**config.mk**
```make
export PLATFORM = sky130hd
export DESIGN_NAME = sign_mag_to_twos_flat
export DESIGN_NICKNAME = d
export VERILOG_FILES = /design/src/rtl/sign_mag_to_twos_if.sv /design/src/rtl/sign_mag_to_twos.sv /design/src/flat_wrapper.sv
export SDC_FILE = /design/constraint.sdc
export NUM_CORES = 1
export LEC_CHECK = 0
export BUFFER_PORTS_ARGS = -buffer_cell sky130_fd_sc_hd__buf_2
export CAP_MARGIN = 10
export CORE_UTILIZATION = 30
export DETAILED_ROUTE_END_ITERATION = 8
export PLACE_DENSITY_LB_ADDON = 0.2
export SETUP_SLACK_MARGIN = 0.05
export SYNTH_ARGS = -nofsm -noshare
export SYNTH_HDL_FRONTEND = slang
export SYNTH_SLANG_ARGS = --single-unit
export TNS_END_PERCENT = 50
```
**constraint.sdc**
```tcl
create_clock -name clk -period 1.8 [get_ports clk]
set_input_delay 0.18 -clock clk [delete_from_list [all_inputs] [get_ports clk]]
set_output_delay 0.18 -clock clk [all_outputs]
set_load 0.05 [all_outputs]
```
**src/rtl/sign_mag_to_twos_if.sv**
```systemverilog
// sign_mag_to_twos_if: start/operand request and result/status bus for the serial converter
interface sign_mag_to_twos_if #(parameter int WIDTH = 6);
  logic start;
  logic sign;
  logic [WIDTH-1:0] mag;
  logic [WIDTH-1:0] value;
  logic busy;
  logic done;
  logic overflow;
  modport master (output start, sign, mag, input value, busy, done, overflow);
  modport slave (input start, sign, mag, output value, busy, done, overflow);
endinterface

```
**src/rtl/sign_mag_to_twos.sv**
```systemverilog
// sign_mag_to_twos: bit-serial LSB-first sign-magnitude to two's-complement converter
module sign_mag_to_twos #(parameter int WIDTH = 6) (
  input logic clk,
  input logic reset,
  sign_mag_to_twos_if.slave bus
);
  localparam int CW = $clog2(WIDTH + 1);
  typedef enum logic [1:0] {IDLE, SHIFT, DONE} state_t;
  state_t state, next;
  logic sign_r, seen_one, ovf_p, ovf_r, ovf_c, out_bit, last;
  logic [WIDTH-1:0] mag_r, sr, sr_next, value_r;
  logic [CW-1:0] cnt;
  // negation = copy bits up to and including the first 1, then invert the rest
  always_comb begin
    out_bit = (sign_r & seen_one) ? ~mag_r[0] : mag_r[0];
    sr_next = {out_bit, sr[WIDTH-1:1]};
    last = cnt == CW'(WIDTH - 1);
    ovf_c = bus.sign ? (bus.mag[WIDTH-1] & |bus.mag[WIDTH-2:0]) : bus.mag[WIDTH-1];
    next = state == IDLE ? (bus.start ? SHIFT : IDLE) :
           state == SHIFT ? (last ? DONE : SHIFT) : IDLE;
  end
  always_ff @(posedge clk) begin
    if (reset) begin
      state <= IDLE;
      sign_r <= 1'b0;
      mag_r <= '0;
      seen_one <= 1'b0;
      cnt <= '0;
      sr <= '0;
      value_r <= '0;
      ovf_p <= 1'b0;
      ovf_r <= 1'b0;
    end else begin
      state <= next;
      if (state == IDLE && bus.start) begin
        sign_r <= bus.sign;
        mag_r <= bus.mag;
        ovf_p <= ovf_c;
        seen_one <= 1'b0;
        cnt <= '0;
      end
      if (state == SHIFT) begin
        mag_r <= mag_r >> 1;
        sr <= sr_next;
        seen_one <= seen_one | (sign_r & mag_r[0]);
        cnt <= cnt + CW'(1);
        if (last) begin
          value_r <= sr_next;
          ovf_r <= ovf_p;
        end
      end
    end
  end
  assign bus.value = value_r;
  assign bus.overflow = ovf_r;
  assign bus.busy = state == SHIFT;
  assign bus.done = state == DONE;
endmodule

```
**src/flat_wrapper.sv**
```systemverilog
// flat-port wrapper written by rule: the top's interface ports become plain ports
module sign_mag_to_twos_flat 
#(parameter int WIDTH = 6)
  (clk, reset, bus_start, bus_sign, bus_mag, bus_value, bus_busy, bus_done, bus_overflow);
  sign_mag_to_twos_if #(.WIDTH(WIDTH)) bus_i ();
  input logic clk;
  input logic reset;
  input wire logic [$bits(bus_i.start)-1:0] bus_start;
  input wire logic [$bits(bus_i.sign)-1:0] bus_sign;
  input wire logic [$bits(bus_i.mag)-1:0] bus_mag;
  output wire logic [$bits(bus_i.value)-1:0] bus_value;
  output wire logic [$bits(bus_i.busy)-1:0] bus_busy;
  output wire logic [$bits(bus_i.done)-1:0] bus_done;
  output wire logic [$bits(bus_i.overflow)-1:0] bus_overflow;
  assign bus_i.start = bus_start;
  assign bus_i.sign = bus_sign;
  assign bus_i.mag = bus_mag;
  assign bus_value = bus_i.value;
  assign bus_busy = bus_i.busy;
  assign bus_done = bus_i.done;
  assign bus_overflow = bus_i.overflow;
  sign_mag_to_twos #(.WIDTH(WIDTH)) u_core (.clk(clk), .reset(reset), .bus(bus_i));
endmodule
```
==> reports/qor.csv <==
stage,metric,value,unit
worst_setup_path,r2r-start,u_core.cnt[0]$_SDFFE_PP0P_,
floorplanning,start_util,32.1,%
layout,diodes,0,
routing,drt_iter0_drc,19,
floorplanning,ios,19,
clock_tree,cts_buffers,3,
logic_synthesis,synth_area_per_cell,8.84,sq um
routing,drtPass1Iterations,4,
clock_tree,cts_hold_buf,0,
sta,slew-limit-headroom,65.1,%
sta,setup_violations,0,
clock_tree,cts_tree,built,
worst_setup_path,r2r-end,u_core.bus.value[5]$_SDFFE_PP0P_,
logic_synthesis,yosys_warnings,0,
clock_tree,insertion_delay,0.31,ns
routing,avgRoutedWirePerCell,11.3,um
worst_setup_path,criticalPathCategory,reg -> out,
floorplanning,die_width,62.4,um
sta,tns,0,ns
clock_tree,cts_root_buf,clkbuf_4,
sta,fin_skew,0.00682,ns
min_path,min_path_type,in -> reg,
routing,met2_length,1070,um
sta,finalCritPeriodShare,86.3,%
global_route,grt_max_degree,27,
placed_design,gp_congestion,0.741,
pwr,p_leak,0.471,nW
routing,route.met3.wl,67,um
routing,m1WireLength,932,um
worst_setup_path,cp-end-kind,output port,
min_path,holdPathStages,3,
floorplanning,core-area,3420,sq um
layout,final_cells,185,
logic_synthesis,netlist-cell-type-count,32,
routing,vias_per_cell,4.78,
min_path,min_from,bus_sign,
worst_setup_path,critPathLaunchType,flip-flop,
sta,period_minus_slack,1.55,ns
clock_tree,clock_sinks,26,
routing,top_layer,met4,
global_route,grt_pass1_wl,3850,um
logic_synthesis,synth_fp_nets,136,
sta,fin_hold_ws,0.110,ns
global_route,grt_overflow,0,
sta,hold_viol,0,
sta,worst_pin_slew,0.524,ns
logic_synthesis,ys_ff_latch,26,
flow_run,drv_cap,0,
clock_tree,path_clk_slew,0.13,ns
global_route,grtUsageTotal,12.2,%
routing,postRouteAntennaNets,0,
sta,rsz0062_at_grt,no,
worst_setup_path,rrSetupSlack,0.46,ns
run_status,status,finished clean,
placed_design,dp.cells,181,
logic_synthesis,synthesis.area,1100,sq um
layout,final_nets,152,
logic_synthesis,synth_cells,124,
sta,fmaxAchievable,0.644,GHz
placed_design,io_buffers,18,
worst_setup_path,required,1.62,ns
routing,drcViolationCount,0,
clock_tree,htreeDepth,1,
floorplanning,die_y,62.4,um
routing,wl,2090,um
pwr,pwr_density_cell,813,nW/um^2
min_path,holdPathEnd,u_core.sign_r$_SDFFE_PP0P_,
logic_synthesis,synth_largest_area_cell,dfxtp_1,
floorplanning,std_cell_rows,21,
floorplanning,die_area,3900,sq um
logic_synthesis,seq_area_frac_synth,47.5,%
global_route,antenna_found_initial,0,
worst_setup_path,cp_max_fo,16,
clock_tree,cts.path.max_buffers,2,
layout,drive_above_1_share,24.5,%
worst_setup_path,cp.arrival,1.37,ns
logic_synthesis,synth_area_leaders,"dfxtp_1 (47%), nand2_1 (12%), a21oi_1 (6.4%)",
global_route,grt_pass1_vias,873,
routing,vias,884,
logic_synthesis,synth_top_area_share,47.5,%
sta,drv_slew,0,
placed_design,dp_hpwl,1560,um
layout,syn2layout_area_growth,14.0,%
worst_setup_path,worst-r2r-cell-count,4,
pwr,vdd_ir_drop_max,0.453,mV
[kinds of logic after synthesis]
kind of cell               count (synthesis)  synth area share (%)
muxes                                      2                  1.94
adders and majority gates                  2                  2.28
buffers and inverters                      9                  4.68
DFF                                       26                  47.5
xor gates and xnor gates                   2                  1.60
and+or+nand+nor                           59                  24.7
AOI/OAI and AO/OA                         24                  17.4
[state kept, by name, indices dropped and copies added, names as in the netlist]
register,flops
u_core.bus.overflow,1
u_core.bus.value,6
u_core.cnt,3
u_core.mag_r,6
u_core.ovf_p,1
u_core.seen_one,1
u_core.sign_r,1
u_core.sr,5
u_core.state,2
[through the flow]
stage          setup slack (ns)  cell area, sq um  utilization, %  power [mW]
2_1_floorplan             0.503              1100               -       0.717
3_3_place_gp              0.406              1200            35.1       0.738
3_5_place_dp              0.308              1200            35.1       0.742
4_1_cts                  0.0527              1240            36.3        1.03
5_1_grt                   0.156              1250            36.6        1.07
6_report                  0.247              1250            36.6        1.02
[critical path, cell delays in order (launching register included)]
cell and delay [ns]:
dfxtp_1 0.47, nand2b_4 0.27, inv_6 0.10, clkbuf_4 0.22
[synthesized netlist by cell type (all sizes together)]
cell type,number
and4b,1
dfxtp,26
a211oi,2
a311oi,5
xor2,2
clkbuf,1
nand4b,1
nor2b,1
nand2b,3
buf,6
nor3,2
nand2,35
inv,2
nand3b,1
ha,2
a21oi,14
or4,1
nand3,1
nor2,11
o21ba,1
or3b,1
mux2,1
o211ai,1
mux2i,1
nor3b,1
a32oi,1
[layout by cell type (no fill, tap or decap), drive strengths merged]
cell and count:
nand2 35, dfxtp 26, buf 17, a21oi 14, nor2 11, a311oi 5
clkbuf 5, nand2b 3, nor3 2, xor2 2, a211oi 2, ha 2
inv 2, nor2b 1, or3b 1, nand3 1, o21ba 1, mux2 1
and4b 1, nand4b 1, nor3b 1, mux2i 1, or4 1, o211ai 1
a32oi 1, nand3b 1
[report_power, final]
group / leakage (nW) / internal (mW) / total [mW] / switching [mW]
clock network: 0.0210 / 0.123 / 0.283 / 0.159
logic: 0.238 / 0.0440 / 0.117 / 0.0731
registers: 0.212 / 0.598 / 0.616 / 0.0176
[worst max-delay path by stage]
stage	end	slack [ns]	depth (start not counted)	start
2_1_floorplan	bus_done	0.50	1	u_core.state[1]$_SDFF_PP0_
3_3_place_gp	bus_busy	0.41	3	u_core.state[0]$_SDFF_PP0_
3_5_place_dp	bus_busy	0.31	3	u_core.state[0]$_SDFF_PP0_
4_1_cts	bus_busy	0.05	3	u_core.state[1]$_SDFF_PP0_
5_1_grt	bus_busy	0.16	3	u_core.state[1]$_SDFF_PP0_
6_report	bus_busy	0.25	3	u_core.state[1]$_SDFF_PP0_
[final cells by class]
type / instances / area, sq um
clock buffer: 4 / 36.3
fill: 374 / 2170
inverter: 2 / 12.5
multi-input combinational: 89 / 529
sequential: 26 / 522
tap: 46 / 57.6
timing repair buffer: 18 / 92.6
[layer usage]
layer,track usage (%),vias up
li1,-,454
met1,13.8,414
met2,22.7,14
met3,3.83,2
met4,1.74,0
met5,0,-
[timing repair]
action	in CTS	in global routing
setup endpoints to repair	1	1
setup buffers	0	0
cloned	0	0
resized for setup	2	3
pin swaps	0	0
Power figures use the tool's default switching activity.
